### config.mk
export PLATFORM = sky130hd
export DESIGN_NAME = dropout_mask_restore
export DESIGN_NICKNAME = d
export VERILOG_FILES = /design/src/rtl/dropout_mask_restore.sv
export SDC_FILE = /design/constraint.sdc
export NUM_CORES = 1
export LEC_CHECK = 0
export CAP_MARGIN = 20
export CELL_PAD_IN_SITES_DETAIL_PLACEMENT = 0
export CELL_PAD_IN_SITES_GLOBAL_PLACEMENT = 1
export CORE_MARGIN = 1
export CORE_UTILIZATION = 30
export CTS_BUF_LIST = sky130_fd_sc_hd__clkbuf_4 sky130_fd_sc_hd__clkbuf_8
export CTS_CLUSTER_SIZE = 12
export DETAILED_ROUTE_END_ITERATION = 16
export PLACE_DENSITY_LB_ADDON = 0.12
export SYNTH_ARGS = -nofsm -noshare
export SYNTH_HDL_FRONTEND = slang
export SYNTH_SLANG_ARGS = --single-unit
### constraint.sdc
create_clock -name clk -period 10.1 [get_ports clk]
set_input_delay 2.02 -clock clk [delete_from_list [all_inputs] [get_ports clk]]
set_output_delay 2.02 -clock clk [all_outputs]
set_load 0.05 [all_outputs]
### src/rtl/dropout_mask_restore.sv
// dropout_mask_restore
//
// Receive-side counterpart of the random dropout stage. A 16-bit Fibonacci
// LFSR, seeded identically to the transmitter, regenerates the keep/drop
// mask for each beat. Bits the transmitter dropped are rebuilt from the last
// restored beat, or forced to 0 in the default build. Dropped bits are
// counted with saturation.
//
// Optional feature macro: DROPOUT_RESTORE_HOLD_EN
//   defined     : hold registers present, dropped bits take the last restored value
//   not defined : no hold registers, dataout = datain & mask
//
// Parameters
//   WIDTH      beat width, 1..8
//   LFSR_SEED  LFSR value after reset, must match the dropout stage
//
// Ports
//   clk         rising-edge clock
//   reset       synchronous active-high reset
//   enable      block enable; low freezes all state
//   seed_load   strobe that loads seed into the LFSR (0 maps to LFSR_SEED)
//   seed        new LFSR value
//   in_valid    datain carries a beat
//   datain      post-dropout beat
//   out_valid   one-cycle pulse, dataout/mask_out valid
//   dataout     restored beat
//   mask_out    mask applied to the beat, 1 = kept
//   drop_count  saturating count of dropped bits since reset

module dropout_mask_restore #(
   parameter int          WIDTH     = 8,
   parameter logic [15:0] LFSR_SEED = 16'hACE1
) (
   input  logic             clk,
   input  logic             reset,
   input  logic             enable,
   input  logic             seed_load,
   input  logic [15:0]      seed,
   input  logic             in_valid,
   input  logic [WIDTH-1:0] datain,
   output logic             out_valid,
   output logic [WIDTH-1:0] dataout,
   output logic [WIDTH-1:0] mask_out,
   output logic [15:0]      drop_count
);

   logic [15:0]      lfsr;
   logic [15:0]      lfsr_next;
   logic [15:0]      seed_eff;
   logic [WIDTH-1:0] mask;
   logic [WIDTH-1:0] restored;
   logic [3:0]       drops;
   logic             accept;
   logic             load;

   function automatic logic [3:0] count_drops(input logic [WIDTH-1:0] m);
      logic [3:0] n;
      n = 4'd0;
      for (int i = 0; i < WIDTH; i++) begin
         if (!m[i]) n = n + 4'd1;
      end
      return n;
   endfunction

   function automatic logic [15:0] sat_add(input logic [15:0] a, input logic [3:0] b);
      logic [16:0] s;
      s = {1'b0, a} + {13'd0, b};
      return s[16] ? 16'hFFFF : s[15:0];
   endfunction

   // Seed load has priority over a beat in the same cycle; the beat is dropped.
   assign load      = enable & seed_load;
   assign accept    = enable & in_valid & ~seed_load;
   assign lfsr_next = {lfsr[14:0], lfsr[15] ^ lfsr[13] ^ lfsr[12] ^ lfsr[10]};
   // A zero seed would lock the LFSR, so it falls back to the default seed.
   assign seed_eff  = (seed == 16'd0) ? LFSR_SEED : seed;
   assign drops     = count_drops(mask);

   // Each mask bit ORs two LFSR bits, so a bit is kept with probability 3/4.
   always_comb begin
      mask = '0;
      for (int i = 0; i < WIDTH; i++) begin
         mask[i] = lfsr[2*i] | lfsr[2*i+1];
      end
   end

`ifdef DROPOUT_RESTORE_HOLD_EN
   logic [WIDTH-1:0] hold;

   assign restored = (datain & mask) | (hold & ~mask);

   always_ff @(posedge clk) begin
      if (reset) begin
         hold <= '0;
      end else if (load) begin
         hold <= '0;
      end else if (accept) begin
         hold <= restored;
      end
   end
`else
   assign restored = datain & mask;
`endif

   always_ff @(posedge clk) begin
      if (reset) begin
         lfsr       <= LFSR_SEED;
         out_valid  <= 1'b0;
         dataout    <= '0;
         mask_out   <= '0;
         drop_count <= 16'd0;
      end else if (load) begin
         lfsr      <= seed_eff;
         out_valid <= 1'b0;
      end else if (accept) begin
         lfsr       <= lfsr_next;
         out_valid  <= 1'b1;
         dataout    <= restored;
         mask_out   <= mask;
         drop_count <= sat_add(drop_count, drops);
      end else begin
         out_valid <= 1'b0;
      end
   end

endmodule

==> results.ini <==
[place]
io_buffers=61
place.gp.congestion=0.791
post-place-ws_ns=4.35
hpwlAfterDp_mm=5.63

[synthesis]
synth_edf_count=0
ys.warnings.count=0
synth_ff_type=dfxtp_1
postSynthAreaPerCell_um2=8.30
synth_fp_nets=380
synthesis.area_um2=2830
synth-seq-cells=49
seq_area_frac_synth_pct=34.7
syn_inst=341
async_flop_share_pct=0
ys_types=56

[drt]
dr_total_vias=2646
drtIter0Drc=182
dr.max_layer_used=met4
final_antenna_net_count=0
avgRoutedWirePerCell_um=15.0
wl_mm=7.62
wl_met3_um=273
route.met2.wl_mm=3.44
drc=0
vias_per_cell=5.22
routedLengthMet1_mm=3.84
first_pass_iters=4

[floorplan]
die_area_um2=9820
start_util_pct=30.8
ios=62
die_width_um=99.1
die_h_um=99.1
row_count=35
core_um2=9200

[worst_hold_path]
hp-class=reg2reg

[clock_network]
cts.sinks=49
hold_buffers=0
cts-root-buf=clkbuf_8
clock_path_buffers=2
clock_latency_ns=0.31
cts_setup_buffers=0
ctsResizeCount=0
cts_tree=built
cts_buffers=5
clk_pin_slew_ns=0.10
cts_htree_levels=2

[critical_path]
end_kind=flop
worstSetupStartpoint=lfsr[2]$_SDFFE_PP0P_
rr_worst_depth=24
setup.worst_path.end=drop_count[7]$_SDFFE_PP0P_
rrSetupSlack_ns=4.36
cp_max_fo=9
crit_arrival_ns=5.98
crit_type=reg2reg
timing.rr.end=drop_count[7]$_SDFFE_PP0P_
timing.rr.start=lfsr[2]$_SDFFE_PP0P_
start_kind=flop
worst_ep_required_time_ns=10.34

[timing]
timing.final.crit_share_pct=56.8
setup_viol=0
worstMarginPinSlew_ns=0.737
clock.fmax_ghz=0.174
slew-limit-headroom_pct=50.5
setup_tns_ns=0
maxSlewViolCount=0
worst_slack_ns=4.36
min_period_ns=5.74
finalHoldViolCount=0
clock_skew_ns=0.00619
rsz0062_at_grt=false

[flow_run]
cap_violations=0

[global_routing]
grt_max_degree=50
grt_use_total_pct=16.4
antenna_found_initial=0
grt_pass1_wl_mm=13.0
overflow=0
grt_pass1_vias=2631

[pwr]
p_per_area_nw_per_um2=137
p_leak_nw=1.26
max-vdd-ir-drop_uv=50.8

[layout]
fillers=992
drive_above_1_share_pct=8.84
mostFrequentLayoutCell=clkdlybuf4s50_1
final_cell_mix=clkdlybuf4s50_1 (61), nor2_1 (58), dfxtp_1 (49)
nets=434
diodes=0
finish.utilization_pct=39.4
syn2layout_area_growth_pct=28.1

[outcome]
status=finished clean

per-layer routing:
metal | up-vias | global-route usage, %
li1 | 1340 | -
met5 | - | 0
met4 | 0 | 3.73
met1 | 1246 | 22.7
met3 | 6 | 2.46
met2 | 54 | 27.1
synthesized netlist by cell type (2+ instances only):
cell / n / area share [%]
nor2_2: 2 / 0.44
xnor2_2: 2 / 1.1
or2_2: 4 / 0.88
buf_1: 3 / 0.40
xnor2_1: 13 / 4.0
nand4_1: 3 / 0.66
nand3b_1: 3 / 0.80
buf_2: 3 / 0.53
nand2_1: 23 / 3.1
nor4_2: 2 / 0.88
clkbuf_1: 11 / 1.5
xor2_1: 9 / 2.8
and3_1: 4 / 0.88
a21o_1: 2 / 0.53
nand3_1: 10 / 1.8
nor4_1: 12 / 2.7
ha_1: 9 / 4.0
a21oi_1: 24 / 4.2
a311oi_1: 2 / 0.62
nor3_1: 12 / 2.1
nor2_1: 58 / 7.7
o21ai_0: 12 / 2.1
xnor3_2: 2 / 1.7
a221oi_1: 8 / 2.5
or2_1: 2 / 0.44
a31oi_1: 3 / 0.66
a211oi_1: 15 / 4.0
a211o_1: 2 / 0.62
dfxtp_1: 49 / 35
and3b_1: 2 / 0.62
and4_1: 2 / 0.62
inv_1: 8 / 1.1
nor2b_1: 2 / 0.44
worst max-delay path: stages (launching register included):
cell       delay (ns)
dfxtp_1          0.37
nor2_1           0.25
inv_1            0.13
ha_1             0.45
or4bb_1          0.52
o211ai_2         0.09
a211oi_2         0.12
ha_1             0.30
nand2_1          0.09
o211ai_1         0.11
xnor2_1          0.25
nor2_1           0.07
nor2_1           0.12
ha_1             0.25
nor2_1           0.13
nor3_2           0.07
ha_1             0.30
mux2i_1          0.09
fa_1             0.45
nor2b_1          0.12
o21ai_0          0.16
a2111oi_2        0.60
nand2_1          0.09
or2_1            0.36
a21oi_1          0.17
state kept, by name, summed over array words and instances (netlist names):
| name | flops |
|---|---|
| drop_count | 16 |
| lfsr | 16 |
| dataout | 8 |
| mask_out | 8 |
| out_valid | 1 |
metrics by stage:
stage / power, mW / area [um2] / std cells / hold slack [ns]
3_5_place_dp: 0.381 / 3530 / 499 / 0.447
3_3_place_gp: 0.381 / 3530 / 499 / 0.442
2_1_floorplan: 0.337 / 2830 / 341 / 0.487
6_report: 0.498 / 3620 / 507 / 0.456
5_1_grt: 0.532 / 3620 / 507 / 0.486
4_1_cts: 0.504 / 3620 / 507 / 0.461
area by class of cell:
class | count | area (um2) | share of cell area, %
sequential | 49 | 981 | 27.1
timing repair buffer | 64 | 633 | 17.5
tap | 111 | 139 | 3.83
clock inverter | 3 | 21.3 | 0.587
multi-input combinational | 267 | 1750 | 48.3
clock buffer | 5 | 68.8 | 1.90
inverter | 8 | 30.0 | 0.829
cells by family after synthesis:
group | synth area share [%]
muxes | 0.752
and+or+nand+nor | 26.8
buffers and inverters | 3.45
xor gates and xnor gates | 10.6
DFF | 34.7
adders and majority gates | 4.69
AOI/OAI and AO/OA | 19.0
where the power goes:
part | leakage (nW) | internal [mW] | switching, mW
clock network | 0.0445 | 0.0494 | 0.0727
registers | 0.401 | 0.202 | 0.00941
logic | 0.811 | 0.0731 | 0.0915
how the worst min path moves through the flow:
| stage | from | slack (ns) | to | cells after the start |
|---|---|---|---|---|
| finish | dataout[0]$_SDFFE_PP0P_ | 0.46 | dataout[0]$_SDFFE_PP0P_ | 2 |
| global route | dataout[5]$_SDFFE_PP0P_ | 0.49 | dataout[5]$_SDFFE_PP0P_ | 2 |
| detailed placement | dataout[6]$_SDFFE_PP0P_ | 0.45 | dataout[6]$_SDFFE_PP0P_ | 2 |
| global placement | dataout[7]$_SDFFE_PP0P_ | 0.44 | dataout[7]$_SDFFE_PP0P_ | 2 |
| floorplan | lfsr[14]$_SDFFE_PP0P_ | 0.49 | lfsr[15]$_SDFFE_PP1P_ | 2 |
| CTS | dataout[0]$_SDFFE_PP0P_ | 0.46 | dataout[0]$_SDFFE_PP0P_ | 2 |
(Power assumes the default switching activity.)
==> variant 1, RTL diff (same settings) <==
Build with the macro `DROPOUT_RESTORE_HOLD_EN` defined.
--- a/src/rtl/dropout_mask_restore.sv
+++ b/src/rtl/dropout_mask_restore.sv
@@ -26,6 +26,8 @@
 //   dataout     restored beat
 //   mask_out    mask applied to the beat, 1 = kept
 //   drop_count  saturating count of dropped bits since reset
+
+`define DROPOUT_RESTORE_HOLD_EN
 
 module dropout_mask_restore #(
    parameter int          WIDTH     = 8,
Function: changed (a bounded check fails within 4 cycles, from zero or initial values and one cycle with reset high).
==> variant 1 against the unedited design <==
Sequential cell count grew 8; cell count grew 16%; routed wire length grew 21%; setup slack gained 0.22 ns; area after synthesis grew 16%; cell area grew 15%; non-clock buffer count shrank 2; critical path depth grew 1; power grew 35%.
==> variant 1: results <==
export IMPL_outcome="complete, no violations"
export IMPL_async_reset_ff_share_pct=0
export IMPL_fill_cells=1145
export IMPL_maxPowerGroup="the clock network"
export IMPL_netlist_instances=399
export IMPL_pg_clk_w=0.000249
export IMPL_cts_resized=0
export IMPL_grt_pass1_wl_microns=15100
export IMPL_firstDrtPassIters=5
export IMPL_slowest_stage="or4_1"
export IMPL_critical_path_max_fanout=6
export IMPL_synthTopCellsByArea="dfxtp_1 35%, nor2_1 7.5%, o21ai_0 4.4%"
export IMPL_critPathMaxStageDelay_ns=0.64
export IMPL_worstMarginPinSlew_ns=1.02
export IMPL_power_switching_share_pct=32.9
export IMPL_synth_common_cells="65 x nor2_1, 57 x dfxtp_1, 37 x nand2_1"
export IMPL_netlist_cell_type_count=61
export IMPL_num_antenna_cells=0
export IMPL_grt_use_total_pct=17.2
export IMPL_worstPathArrival_ns=5.77
export IMPL_layout_cells_non_filler=589
export IMPL_clock_skew_ns=0.00578
export IMPL_clock_latency_ns=0.35
export IMPL_syn_nets=438
export IMPL_htree_levels=3
export IMPL_yosysSeqAreaShare_pct=34.9
export IMPL_power_leakage_nw=1.43
export IMPL_setup_viol=0
export IMPL_ir_drop_mv=0.0683
export IMPL_vias=3079
export IMPL_drive_above_1_share_pct=8.17
export IMPL_num_nets_final=487
export IMPL_globalplace_congestion=0.823
export IMPL_wl_microns=9200
export IMPL_clk_pin_slew_ns=0.08
export IMPL_path_delay_family="simple AND/OR/NAND/NOR gates"
export IMPL_grt_pass1_vias=2923
export IMPL_drt_initial_drc_count=119
export IMPL_dpl_hpwl_microns=6510
export IMPL_power_frac_seq_pct=36.8
export IMPL_numCtsBuffers=9
export IMPL_placed_cells=573
export IMPL_grt_max_degree=51
export IMPL_largestRegisters="drop_count: 16 flops, lfsr: 16 flops"
[variant 1: metrics by stage]
step	instance area [sq um]	hold slack, ns	total power, W	setup slack, ns	util (%)
floorplan	3270	0.452	0.000381	5.16	-
global placement	3930	0.461	0.000425	4.70	37.6
detailed placement	3930	0.464	0.000427	4.67	37.6
CTS	4160	0.471	0.000680	4.62	39.8
global route	4160	0.483	0.000713	4.11	39.8
finish	4160	0.467	0.000672	4.59	39.8
[variant 1: cell families (layout without fill, tap and decap cells)]
| family | Yosys count | count (layout) | synth area share (%) |
|---|---|---|---|
| buffers and inverters | 34 | 88 | 4.82 |
| AOI/OAI and AO/OA | 109 | 109 | 23.2 |
| muxes | 3 | 3 | 0.957 |
| adders and majority gates | 10 | 10 | 4.06 |
| xor gates and xnor gates | 28 | 28 | 8.88 |
| DFF | 57 | 57 | 34.9 |
| and+or+nand+nor | 158 | 158 | 23.2 |
[variant 1: area by class of cell]
class                      count  area, sq um  share of cell area (%)
sequential                    57         1140                    27.4
multi-input combinational    308         1970                    47.4
tap                          136          170                    4.09
clock inverter                 7          103                    2.47
timing repair buffer          62          613                    14.7
inverter                      10         38.8                   0.933
clock buffer                   9          124                    2.98
[variant 1: routing by layer]
layer	global-route usage, %	share of wire (%)	routed length (microns)	up-vias
met5	0	0	0	-
met4	5.06	1.2	106	0
met3	4.35	3.6	327	9
met2	27.0	45	4160	60
met1	23.2	50	4610	1461
li1	-	-	-	1549
[variant 1: path summary, 6_finish.rpt]
check / endpoint / slack, ns / cells after the start / start
setup reg to reg: drop_count[1] / 4.59 / 25 / lfsr[2]
hold reg to reg: dataout[4] / 0.47 / 2 / hold[4]
setup / recovery: drop_count[1] / 4.59 / 25 / lfsr[2]
hold / removal: dataout[4] / 0.47 / 2 / hold[4]
==> variant 2, RTL diff (config.mk and constraints unchanged) <==
Made on the original files. Register the inputs `enable`, `seed_load`, `seed` and `in_valid` before use, with the module's reset. The logic sees them one clock later. The other inputs are not delayed to match.
--- a/src/rtl/dropout_mask_restore.sv
+++ b/src/rtl/dropout_mask_restore.sv
@@ -44,6 +44,25 @@
    output logic [15:0]      drop_count
 );
 
+   logic enable_q;
+   logic seed_load_q;
+   logic [15:0] seed_q;
+   logic in_valid_q;
+
+   always_ff @(posedge clk) begin
+      if (reset) begin
+         enable_q    <= '0;
+         seed_load_q <= '0;
+         seed_q      <= '0;
+         in_valid_q  <= '0;
+      end else begin
+         enable_q    <= enable;
+         seed_load_q <= seed_load;
+         seed_q      <= seed;
+         in_valid_q  <= in_valid;
+      end
+   end
+
    logic [15:0]      lfsr;
    logic [15:0]      lfsr_next;
    logic [15:0]      seed_eff;
@@ -69,11 +88,11 @@
    endfunction
 
    // Seed load has priority over a beat in the same cycle; the beat is dropped.
-   assign load      = enable & seed_load;
-   assign accept    = enable & in_valid & ~seed_load;
+   assign load      = enable_q & seed_load_q;
+   assign accept    = enable_q & in_valid_q & ~seed_load_q;
    assign lfsr_next = {lfsr[14:0], lfsr[15] ^ lfsr[13] ^ lfsr[12] ^ lfsr[10]};
    // A zero seed would lock the LFSR, so it falls back to the default seed.
-   assign seed_eff  = (seed == 16'd0) ? LFSR_SEED : seed;
+   assign seed_eff  = (seed_q == 16'd0) ? LFSR_SEED : seed_q;
    assign drops     = count_drops(mask);
 
    // Each mask bit ORs two LFSR bits, so a bit is kept with probability 3/4.
Behaviour: not the same (Yosys sat finds a counterexample within 4 cycles, from zero or initial values and one cycle with reset high).
==> variant 2 against the unedited design <==
Power is 35% higher; critical path depth is 1 higher; via count increased by 2.2%; non-clock buffer count is 1 lower; utilization up 1.2 points; sequential share of layout area is 5.3 points higher; fmax is 4.7% higher; cell count grew 13%; cell area rose by 16%; setup slack improved by 0.26 ns; area after synthesis grew 14%; sequential cell count rose by 19; sequential power rose by 35%; routed wire length decreased by 2.2%; critical path type unchanged; highest routed layer unchanged.
==> variant 2: results <==
export IMPL_outcome="complete, no violations"
export IMPL_grt_max_degree=69
export IMPL_numCtsBuffers=9
export IMPL_clock_skew_ns=0.0120
export IMPL_clock_latency_ns=0.35
export IMPL_worstMarginPinSlew_ns=0.906
export IMPL_grt_pass1_wl_microns=12800
export IMPL_drt_initial_drc_count=93
export IMPL_place_ws_ns=4.58
export IMPL_yosys_area_share_xor_xnor_pct=8.33
export IMPL_netlist_cell_type_count=50
export IMPL_critical_path_max_fanout=5
export IMPL_num_nets_final=470
export IMPL_grt_pass1_vias=2629
export IMPL_intPower_w=0.000492
export IMPL_globalplace_congestion=0.778
export IMPL_drive_above_1_share_pct=7.11
export IMPL_vias_per_cell=4.73
export IMPL_dpl_hpwl_microns=5190
export IMPL_synthMuxAreaShare_pct=0.969
export IMPL_synth_compound_area_share_pct=14.7
export IMPL_largestRegisters="drop_count: 16 flops, lfsr: 16 flops, seed_q: 16 flops"
export IMPL_critPathMaxStageDelay_ns=0.43
export IMPL_r2r_cells=25
export IMPL_slowest_stage="nor3b_1"
export IMPL_syn_nets=413
export IMPL_power_leakage_nw=1.50
export IMPL_postPlaceCellArea_sq_um=3960
## variant 2: worst min-delay path, cell delays in order, from the launching register on
cell and delay [ns]:
dfxtp_1 0.32, nand2_1 0.05, a21oi_1 0.05
## variant 2: path summary, 6_finish.rpt
check	from	endpoint	slack [ns]
worst max-delay path	lfsr[2]	drop_count[15]	4.62
worst min-delay path	dataout[3]	dataout[3]	0.45
worst max register to register	lfsr[2]	drop_count[15]	4.62
worst min register to register	dataout[3]	dataout[3]	0.45
## variant 2: per-stage QoR
stage	total power, W	cells	hold slack, ns
after floorplan	0.000368	374	0.476
after global placement	0.000397	556	0.439
after detailed placement	0.000398	556	0.445
after CTS	0.000681	572	0.456
after global routing	0.000709	572	0.471
final	0.000670	572	0.453
## variant 2: cell type report
cell class	count	area [sq um]
fillers	1112	6160
multi-input cells	280	1770
flip-flops and latches	68	1360
repair buffers	63	621
well taps	136	170
clock buffers	9	124
clock inverters	7	124
inverters	9	33.8
## variant 2: metal layers
metal  vias up  track usage (%)  wire length (microns)
met4         0             5.06                     83
li1       1433                -                      -
met1      1213             19.9                   3930
met2        52             21.8                   3150
met5         -                0                      0
met3         7             3.83                    294
## variant 2: power by group through the flow
| stage | registers, W | clock network [W] | logic (W) |
|---|---|---|---|
| after floorplan | 0.000297 | 0 | 0.0000707 |
| after global placement | 0.000292 | 0 | 0.000105 |
| after detailed placement | 0.000292 | 0 | 0.000105 |
| after CTS | 0.000286 | 0.000289 | 0.000106 |
| after global routing | 0.000288 | 0.000304 | 0.000117 |
| final | 0.000286 | 0.000280 | 0.000104 |
